===== config.mk =====
export PLATFORM = sky130hd
export DESIGN_NAME = voice_allocator
export DESIGN_NICKNAME = d
export VERILOG_FILES = /design/src/rtl/voice_allocator.sv
export SDC_FILE = /design/constraint.sdc
export NUM_CORES = 1
export LEC_CHECK = 0
export ABC_AREA = 1
export BUFFER_PORTS_ARGS = -buffer_cell sky130_fd_sc_hd__buf_2
export CAP_MARGIN = 30
export CORE_MARGIN = 10
export CORE_UTILIZATION = 55
export CTS_CLUSTER_DIAMETER = 30
export CTS_CLUSTER_SIZE = 10
export DETAILED_ROUTE_END_ITERATION = 6
export PLACE_DENSITY = 0.8
export SYNTH_ARGS = -nofsm -noshare
export SYNTH_HDL_FRONTEND = slang
export SYNTH_SLANG_ARGS = --single-unit
export TNS_END_PERCENT = 50

===== constraint.sdc =====
create_clock -name clk32 -period 6.6 [get_ports clk32]
set_input_delay 0.66 -clock clk32 [delete_from_list [all_inputs] [get_ports clk32]]
set_output_delay 0.66 -clock clk32 [all_outputs]
set_load 0.005 [all_outputs]

===== src/rtl/voice_allocator.sv =====
// Polyphonic MIDI voice allocator: maps note-on/off events onto NUM_VOICES voice slots.
// Optional macro VOICE_STEAL_EN: when all voices are busy, steal the oldest one instead of dropping.
module voice_allocator #(
   parameter int          NUM_VOICES   = 4,
   parameter logic [15:0] CHANNEL_MASK = 16'hFFFF
) (
   input  logic                    clk32,
   input  logic                    rst,
   input  logic                    note_pressed,
   input  logic                    note_released,
   input  logic [6:0]              note,
   input  logic [6:0]              velocity,
   input  logic [3:0]              channel,
   input  logic                    all_off,
   output logic [NUM_VOICES-1:0]   gate,
   output logic [7*NUM_VOICES-1:0] voice_note,
   output logic [7*NUM_VOICES-1:0] voice_vel,
   output logic [NUM_VOICES-1:0]   trig,
   output logic [4:0]              active_cnt,
   output logic                    drop
);

   localparam logic [3:0] AGE_MAX = 4'(NUM_VOICES - 1);
`ifdef VOICE_STEAL_EN
   localparam bit STEAL = 1'b1;
`else
   localparam bit STEAL = 1'b0;
`endif

   logic [NUM_VOICES-1:0] r_gate, r_trig;
   logic [6:0]            r_note [NUM_VOICES];
   logic [6:0]            r_vel  [NUM_VOICES];
   logic [3:0]            r_chan [NUM_VOICES];
   logic [3:0]            r_age  [NUM_VOICES];
   logic [4:0]            r_cnt;
   logic                  r_drop;

   logic                  w_ch_ok, w_on, w_off, w_both;
   logic                  w_hit, w_free, w_alloc, w_drop;
   int                    w_hit_idx, w_free_idx, w_old_idx, w_tgt;
   logic [3:0]            w_old_age;

   logic [NUM_VOICES-1:0] w_gate_n, w_trig_n;
   logic [6:0]            w_note_n [NUM_VOICES];
   logic [6:0]            w_vel_n  [NUM_VOICES];
   logic [3:0]            w_chan_n [NUM_VOICES];
   logic [3:0]            w_age_n  [NUM_VOICES];
   logic [4:0]            w_cnt_n;

   // Event decode and target-voice search
   always_comb begin
      w_ch_ok    = CHANNEL_MASK[channel];
      w_both     = w_ch_ok & note_pressed & note_released;
      w_off      = w_ch_ok & (note_released | (note_pressed & (velocity == 7'd0)));
      w_on       = w_ch_ok & note_pressed & ~note_released & (velocity != 7'd0);
      w_hit      = 1'b0;
      w_hit_idx  = 0;
      w_free     = 1'b0;
      w_free_idx = 0;
      w_old_idx  = 0;
      w_old_age  = 4'd0;
      for (int i = 0; i < NUM_VOICES; i++) begin
         if (r_gate[i] && r_note[i] == note && r_chan[i] == channel && !w_hit) begin
            w_hit     = 1'b1;
            w_hit_idx = i;
         end
         if (!r_gate[i] && !w_free) begin
            w_free     = 1'b1;
            w_free_idx = i;
         end
         // Strict compare keeps the lowest index on equal ages
         if (r_age[i] > w_old_age) begin
            w_old_age = r_age[i];
            w_old_idx = i;
         end
      end
      w_alloc = 1'b0;
      w_tgt   = 0;
      w_drop  = 1'b0;
      if (!all_off) begin
         w_drop = w_both;
         if (w_on) begin
            if (w_hit) begin
               w_alloc = 1'b1;
               w_tgt   = w_hit_idx;
            end else if (w_free) begin
               w_alloc = 1'b1;
               w_tgt   = w_free_idx;
            end else if (STEAL) begin
               w_alloc = 1'b1;
               w_tgt   = w_old_idx;
            end else begin
               w_drop  = 1'b1;
            end
         end
      end
   end

   // Next voice state
   always_comb begin
      w_gate_n = r_gate;
      w_trig_n = '0;
      w_note_n = r_note;
      w_vel_n  = r_vel;
      w_chan_n = r_chan;
      w_age_n  = r_age;
      if (all_off) begin
         w_gate_n = '0;
         for (int i = 0; i < NUM_VOICES; i++) w_age_n[i] = 4'd0;
      end else if (w_off) begin
         for (int i = 0; i < NUM_VOICES; i++)
            if (r_gate[i] && r_note[i] == note && r_chan[i] == channel) w_gate_n[i] = 1'b0;
      end else if (w_alloc) begin
         for (int i = 0; i < NUM_VOICES; i++) begin
            if (i == w_tgt) begin
               w_gate_n[i] = 1'b1;
               w_trig_n[i] = 1'b1;
               w_note_n[i] = note;
               w_vel_n[i]  = velocity;
               w_chan_n[i] = channel;
               w_age_n[i]  = 4'd0;
            end else if (r_gate[i] && r_age[i] < AGE_MAX) begin
               w_age_n[i]  = r_age[i] + 4'd1;
            end
         end
      end
      w_cnt_n = 5'd0;
      for (int i = 0; i < NUM_VOICES; i++) w_cnt_n = w_cnt_n + 5'(w_gate_n[i]);
   end

   always_ff @(posedge clk32 or posedge rst) begin
      if (rst) begin
         r_gate <= '0;
         r_trig <= '0;
         r_cnt  <= 5'd0;
         r_drop <= 1'b0;
         for (int i = 0; i < NUM_VOICES; i++) begin
            r_note[i] <= 7'd0;
            r_vel[i]  <= 7'd0;
            r_chan[i] <= 4'd0;
            r_age[i]  <= 4'd0;
         end
      end else begin
         r_gate <= w_gate_n;
         r_trig <= w_trig_n;
         r_cnt  <= w_cnt_n;
         r_drop <= w_drop;
         r_note <= w_note_n;
         r_vel  <= w_vel_n;
         r_chan <= w_chan_n;
         r_age  <= w_age_n;
      end
   end

   assign gate       = r_gate;
   assign trig       = r_trig;
   assign active_cnt = r_cnt;
   assign drop       = r_drop;

   for (genvar g = 0; g < NUM_VOICES; g++) begin : g_pack
      assign voice_note[7*g +: 7] = r_note[g];
      assign voice_vel[7*g +: 7]  = r_vel[g];
   end

endmodule


==> impl_metrics.csv, run 1 <==
group,metric,value,unit
sta,period_share,55.11,%
critical_path,cp.arrival,3890,ps
die,start_util,55.91,%
route,ant_nets,0,
clocking,cts_tree,"yes",
critical_path,crit_required,6860,ps
clocking,cts_setup_buffers,0,
clocking,clockBufferDepth,2,
route,drt_iter0_markers,173,
logic_synthesis,yosysTopAreaCell,"dfrtp_1",
critical_path,critPathKind,"input port to flop",
logic_synthesis,ys_seq_elements,84,
critical_path,startpoint_type,"input port",
layout,n_antenna_cell,0,
sta,final_hold_viol_count,0,
power_and_ir_drop,max-vdd-ir-drop,0.0001427,V
sta,skew,13.93,ps
place,place_hpwl,9421,um
logic_synthesis,synth_seq_area_share,46.46,%
grt,antenna_found_initial,1,
route,drc,0,
grt,grt_max_degree,60,
route,vias,3888,
power_and_ir_drop,clockPowerShare,30.8,%
die,ios,93,
logic_synthesis,synth_top_cell_area_share,46.46,%
logic_synthesis,avgSynthCellArea,8.036,um2
clocking,cts_made_buffers,9,
power_and_ir_drop,p_int,0.7931,mW
min_path,hold_path_class,"input port to async pin",
clocking,cts_root_buf,"clkbuf_8",
sta,slew_violations,0,
sta,relSlewSlack,44.64,%
sta,max_freq,0.2749,GHz
die,die_w,110.7,um
logic_synthesis,yosysWarnings,0,
power_and_ir_drop,p_leak,2.748,nW
route,wirelength,12340,um
die,core_region_area,8093,um2
sta,rsz0062_at_grt,"no",
place,io_buffers,90,
logic_synthesis,netlist_area,4524,um2
grt,grt_pass1_vias,4040,
route,vias_per_cell,5.198,
layout,fin_area,5072,um2
layout,drive_gt1_share,23.17,%
outcome,outcome,"finished clean",
layout,final_nets,664,
clocking,clk_latency,370,ps
critical_path,path_max_fanout,22,
clocking,cts.sinks,84,
critical_path,endpoint_kind,"flop",
layout,area_delta_synth_final,12.11,%
power_and_ir_drop,switching_share,32.59,%
power_and_ir_drop,p_per_area,231.9,nW/um2
route,firstDrtPassIters,7,
grt,grt_pass1_wl,20640,um
die,die_area,12250,um2
flow_run,maxCapViolCount,0,
grt,globalRouteTotalUtil,20.22,%
clocking,htree_levels,3,
logic_synthesis,synth.top_cells.by_area,"dfrtp_1, nand2_1, inv_1, buf_6, o21ai_1",
sta,max_slew.worst_pin.slew,827.4,ps
sta,setup_viol,0,
route,drt-wirelength-per-cell,16.50,um
clocking,ctsHoldBuffers,0,
place,place_area,4885,um2
clocking,clk_pin_slew,100,ps
logic_synthesis,ys_types,33,
power_and_ir_drop,power_frac_seq,51.3,%
power_and_ir_drop,p_sw,0.3834,mW
sta,period_minus_slack,3637,ps
die,rows,33,
power_and_ir_drop,pwr-share-comb,17.9,%
logic_synthesis,synthCells,563,
place,gp_congestion,0.9636,
grt,overflow,0,
sta,fin_tns_setup,0,ps
clocking,cts_resized,0,
die,die_h,110.7,um
sequential cells by signal, indices dropped and copies added, names as in the netlist:
signal	cells
drop	1
active_cnt	3
voice_note	28
r_chan	16
gate	4
trig	4
voice_vel	28
critical path, stage by stage:
cell and delay [ps]:
buf_2 240, inv_4 90, nand2_1 70, nand2_1 50
nand2_1 70, nor2_1 60, nand3_2 90, nand2_2 100
o21ai_4 550, nand2_1 590, nand2_1 220, nand2_1 110
fa_1 510, inv_1 40, ha_1 170, ha_1 270
power by group through the flow:
stage	sequential [mW]	combinational, mW	clock, mW
2_1_floorplan	0.607	0.132	0
3_3_place_gp	0.611	0.207	0
3_5_place_dp	0.613	0.213	0
4_1_cts	0.604	0.213	0.366
5_1_grt	0.610	0.242	0.390
6_report	0.604	0.211	0.362
cells in the final DEF (no fill, tap or decap), drive strengths merged:
master and n:
nand4 24, dfrtp 84, clkinvlp 2, conb 2
o21ai 64, and2 1, nand3b 2, a21boi 1
fa 1, buf 92, nand2 214, nor2 30
ha 2, nand3 13, xnor2 15, clkinv 1
nor3b 1, inv 76, a21oi 9, clkbuf 9
kinds of logic after synthesis:
logic type                 Yosys count  share of synthesized area (%)
and+or+nand+nor                    285                          27.88
buffers and inverters              101                          12.03
AOI/OAI and AO/OA                   74                          9.652
DFF                                 84                          46.46
other                                1                        0.08289
adders and majority gates            3                         0.9955
xor gates and xnor gates            15                          2.904
layout make-up:
class / instances / area (um2)
clock buffers: 9 / 123.9
clock inverters: 7 / 63.81
fillers: 747 / 3020
inverters: 72 / 284.0
multi-input cells: 379 / 1882
flip-flops and latches: 84 / 2102
well taps: 105 / 131.4
repair buffers: 92 / 485.5
metrics by stage:
step	hold WS [ps]	cells	setup WS, ps	power (mW)	utilization [%]
2_1_floorplan	462.3	564	3449	0.7387	-
5_1_grt	367.1	748	2701	1.243	62.68
3_3_place_gp	456.5	731	2675	0.8187	60.02
4_1_cts	341.1	748	2961	1.183	62.68
3_5_place_dp	468.4	732	2591	0.8258	60.36
6_report	332.4	748	2963	1.176	62.68
synthesized netlist by cell type:
cell	number
a21boi_1	1
a21oi_1	7
a21oi_4	2
and2_1	1
buf_2	5
buf_4	9
buf_6	15
conb_1	1
dfrtp_1	84
fa_1	1
ha_1	2
inv_1	59
inv_2	9
inv_4	3
inv_6	1
nand2_1	207
nand2_2	4
nand2_4	2
nand2_8	1
nand3_1	9
nand3_2	3
nand3_4	1
nand3b_1	2
nand4_1	24
nor2_1	25
nor2_2	1
nor2_4	4
nor3b_1	1
o21ai_0	23
o21ai_1	32
o21ai_2	8
o21ai_4	1
xnor2_1	15
final timing paths:
kind                       slack (ps)           start  depth (start not counted)        endpoint
setup / recovery                 2960         note[0]                         16   active_cnt[1]
hold / removal                    330             rst                          3  voice_note[14]
setup reg to reg                 3080  voice_note[17]                         16   active_cnt[1]
hold reg to reg                   490    voice_vel[5]                          2    voice_vel[5]
max in group asynchronous        5660             rst                          4      r_chan[11]
min in group clk32                490    voice_vel[5]                          2    voice_vel[5]
layer usage:
layer / vias up / wire length [um] / GRT usage (%)
li1: 1905 / - / -
met1: 1822 / 5488 / 25.84
met2: 130 / 5626 / 31.56
met3: 29 / 893 / 6.331
met4: 2 / 325 / 7.031
met5: - / 7 / 0
No activity file was read; power rests on OpenSTA's default activity.
==> run 2: changes to the inputs <==
CORE_UTILIZATION = 50   (was 55)
PLACE_DENSITY = 0.77   (was 0.8)
clock period = 3.3 ns   (was 6.6 ns; I/O delays follow)
==> run 2 against run 1 <==
Wire length up 0.88%. First-iteration DRC count up 32%. Sequential power up 99%. Final cell count up 1.5%. Hold slack worse by 150 ps. Critical path depth unchanged. Critical path type is now flop to flop. Largest power group unchanged.
==> impl_metrics.csv, run 2 (synthesis results as in run 1) <==
group,metric,value,unit
outcome,outcome,"finished clean",
power_and_ir_drop,p_per_area,490.1,nW/um2
place,place_area,4921,um2
clocking,clockBufferDepth,2,
grt,grt_pass1_vias,3916,
place,pre_cts_slack,220.6,ps
place,gp_congestion,0.9246,
clocking,cts_root_buf,"clkbuf_8",
min_path,worstHoldPathCells,2,
critical_path,ff2ff_path_depth,16,
critical_path,endpoint_kind,"flop",
route,vias,3840,
sta,rsz0062_at_grt,"no",
critical_path,path_max_fanout,19,
clocking,cts_tree,"yes",
route,vias_per_cell,5.059,
clocking,cts_resized,0,
sta,skew,12.29,ps
layout,final_common_cell,"nand2_1",
clocking,cts_setup_buffers,0,
clocking,htree_levels,3,
layout,final_util,59.11,%
die,die_w,115.1,um
clocking,cts_made_buffers,9,
flow_run,maxCapViolCount,0,
clocking,ctsHoldBuffers,1,
layout,drive_gt1_share,23.81,%
route,wirelength,12450,um
grt,globalRouteTotalUtil,19.42,%
route,drc,0,
sta,fin_hold_ws,186.1,ps
grt,overflow,0,
min_path,hold_path_class,"input port to flop",
critical_path,critPathKind,"flop to flop",
place,place_hpwl,9623,um
critical_path,startpoint_type,"flop",
layout,area_delta_synth_final,14.49,%
sta,period_share,88.59,%
sta,period_minus_slack,2924,ps
sta,slew_violations,0,
die,rows,34,
layout,layout_common_cells,"nand2_1, buf_2, dfrtp_1",
layout,final_nets,672,
sta,setup_ws,376.4,ps
critical_path,crit_required,3550,ps
grt,grt_pass1_wl,20360,um
die,die_h,115.1,um
place,io_buffers,90,
clocking,cts.sinks,84,
clocking,clk_latency,360,ps
sta,fin_tns_setup,0,ps
layout,fin_area,5180,um2
grt,antenna_found_initial,1,
grt,grt_max_degree,38,
sta,setup_viol,0,
die,ios,93,
sta,final_hold_viol_count,0,
sta,max_freq,0.3420,GHz
clocking,clk_pin_slew,90,ps
die,start_util,51.63,%
route,drt-wirelength-per-cell,16.40,um
route,ant_nets,0,
route,drt_iter0_markers,229,
critical_path,cp.arrival,3170,ps
power_and_ir_drop,p_leak,2.810,nW
die,die_area,13250,um2
route,firstDrtPassIters,4,
layout,n_antenna_cell,0,
power_and_ir_drop,max-vdd-ir-drop,0.0002373,V
die,core_region_area,8763,um2
run 2: cell count changes in the layout (fill, tap and decap cells not counted), moves of 2 or more:
| cell | previous run | this run |
|---|---|---|
| buf_4 | 1 | 9 |
| bufinv_16 | 0 | 3 |
| clkinvlp_4 | 2 | 0 |
| inv_6 | 4 | 2 |
| inv_8 | 2 | 0 |
run 2: through the flow:
step                std cells  power, mW
finish                    759      2.539
detailed placement        742      1.643
floorplan                 564      1.477
CTS                       759      2.566
global placement          742      1.635
global route              759      2.676
run 2: area by class of cell:
| type | count | area [um2] |
|---|---|---|
| inverters | 72 | 284.0 |
| multi-input cells | 379 | 1882 |
| repair buffers | 100 | 528.0 |
| well taps | 108 | 135.1 |
| fillers | 821 | 3583 |
| clock inverters | 5 | 107.6 |
| flip-flops and latches | 84 | 2102 |
| clock buffers | 11 | 141.4 |
run 2: critical path, stage by stage, from the launching register on:
cell and delay [ps]:
dfrtp_1 400, xnor2_1 250, nand2_1 80, nor2_1 220, nand3_2 110, nand2_2 140, nor2_4 70, nand2_4 80
nand2_8 100, inv_2 90, nand2_4 120, nand2_1 90, nand2_1 80, fa_1 500, inv_1 40, ha_1 170
ha_1 270
run 2: final timing paths:
check / slack, ps / endpoint / startpoint
setup / recovery: 380 / active_cnt[1] / r_chan[3]
setup reg to reg: 380 / active_cnt[1] / r_chan[3]
hold reg to reg: 470 / voice_vel[5] / voice_vel[5]
min in group asynchronous: 470 / voice_vel[11] / rst
max in group asynchronous: 2060 / voice_note[7] / rst
hold / removal: 190 / gate[0] / all_off
run 2: power breakdown:
part           total (mW)  leakage (nW)  switching (mW)  internal [mW]
clock               0.919         0.124           0.390          0.528
combinational       0.418          1.62           0.247          0.170
sequential           1.20          1.07          0.0783           1.12
total                2.54          2.81           0.716           1.82
run 2: layer usage:
layer  vias to the layer above  global-route usage (%)  wire length [um]  share of wire [%]
met3                        19                   6.250               996                8.0
met1                      1786                   24.71              5500                 44
met2                       122                   31.23              5744                 46
met4                         0                   5.033               208                1.7
met5                         -                       0                 0                  0
li1                       1913                       -                 -                  -
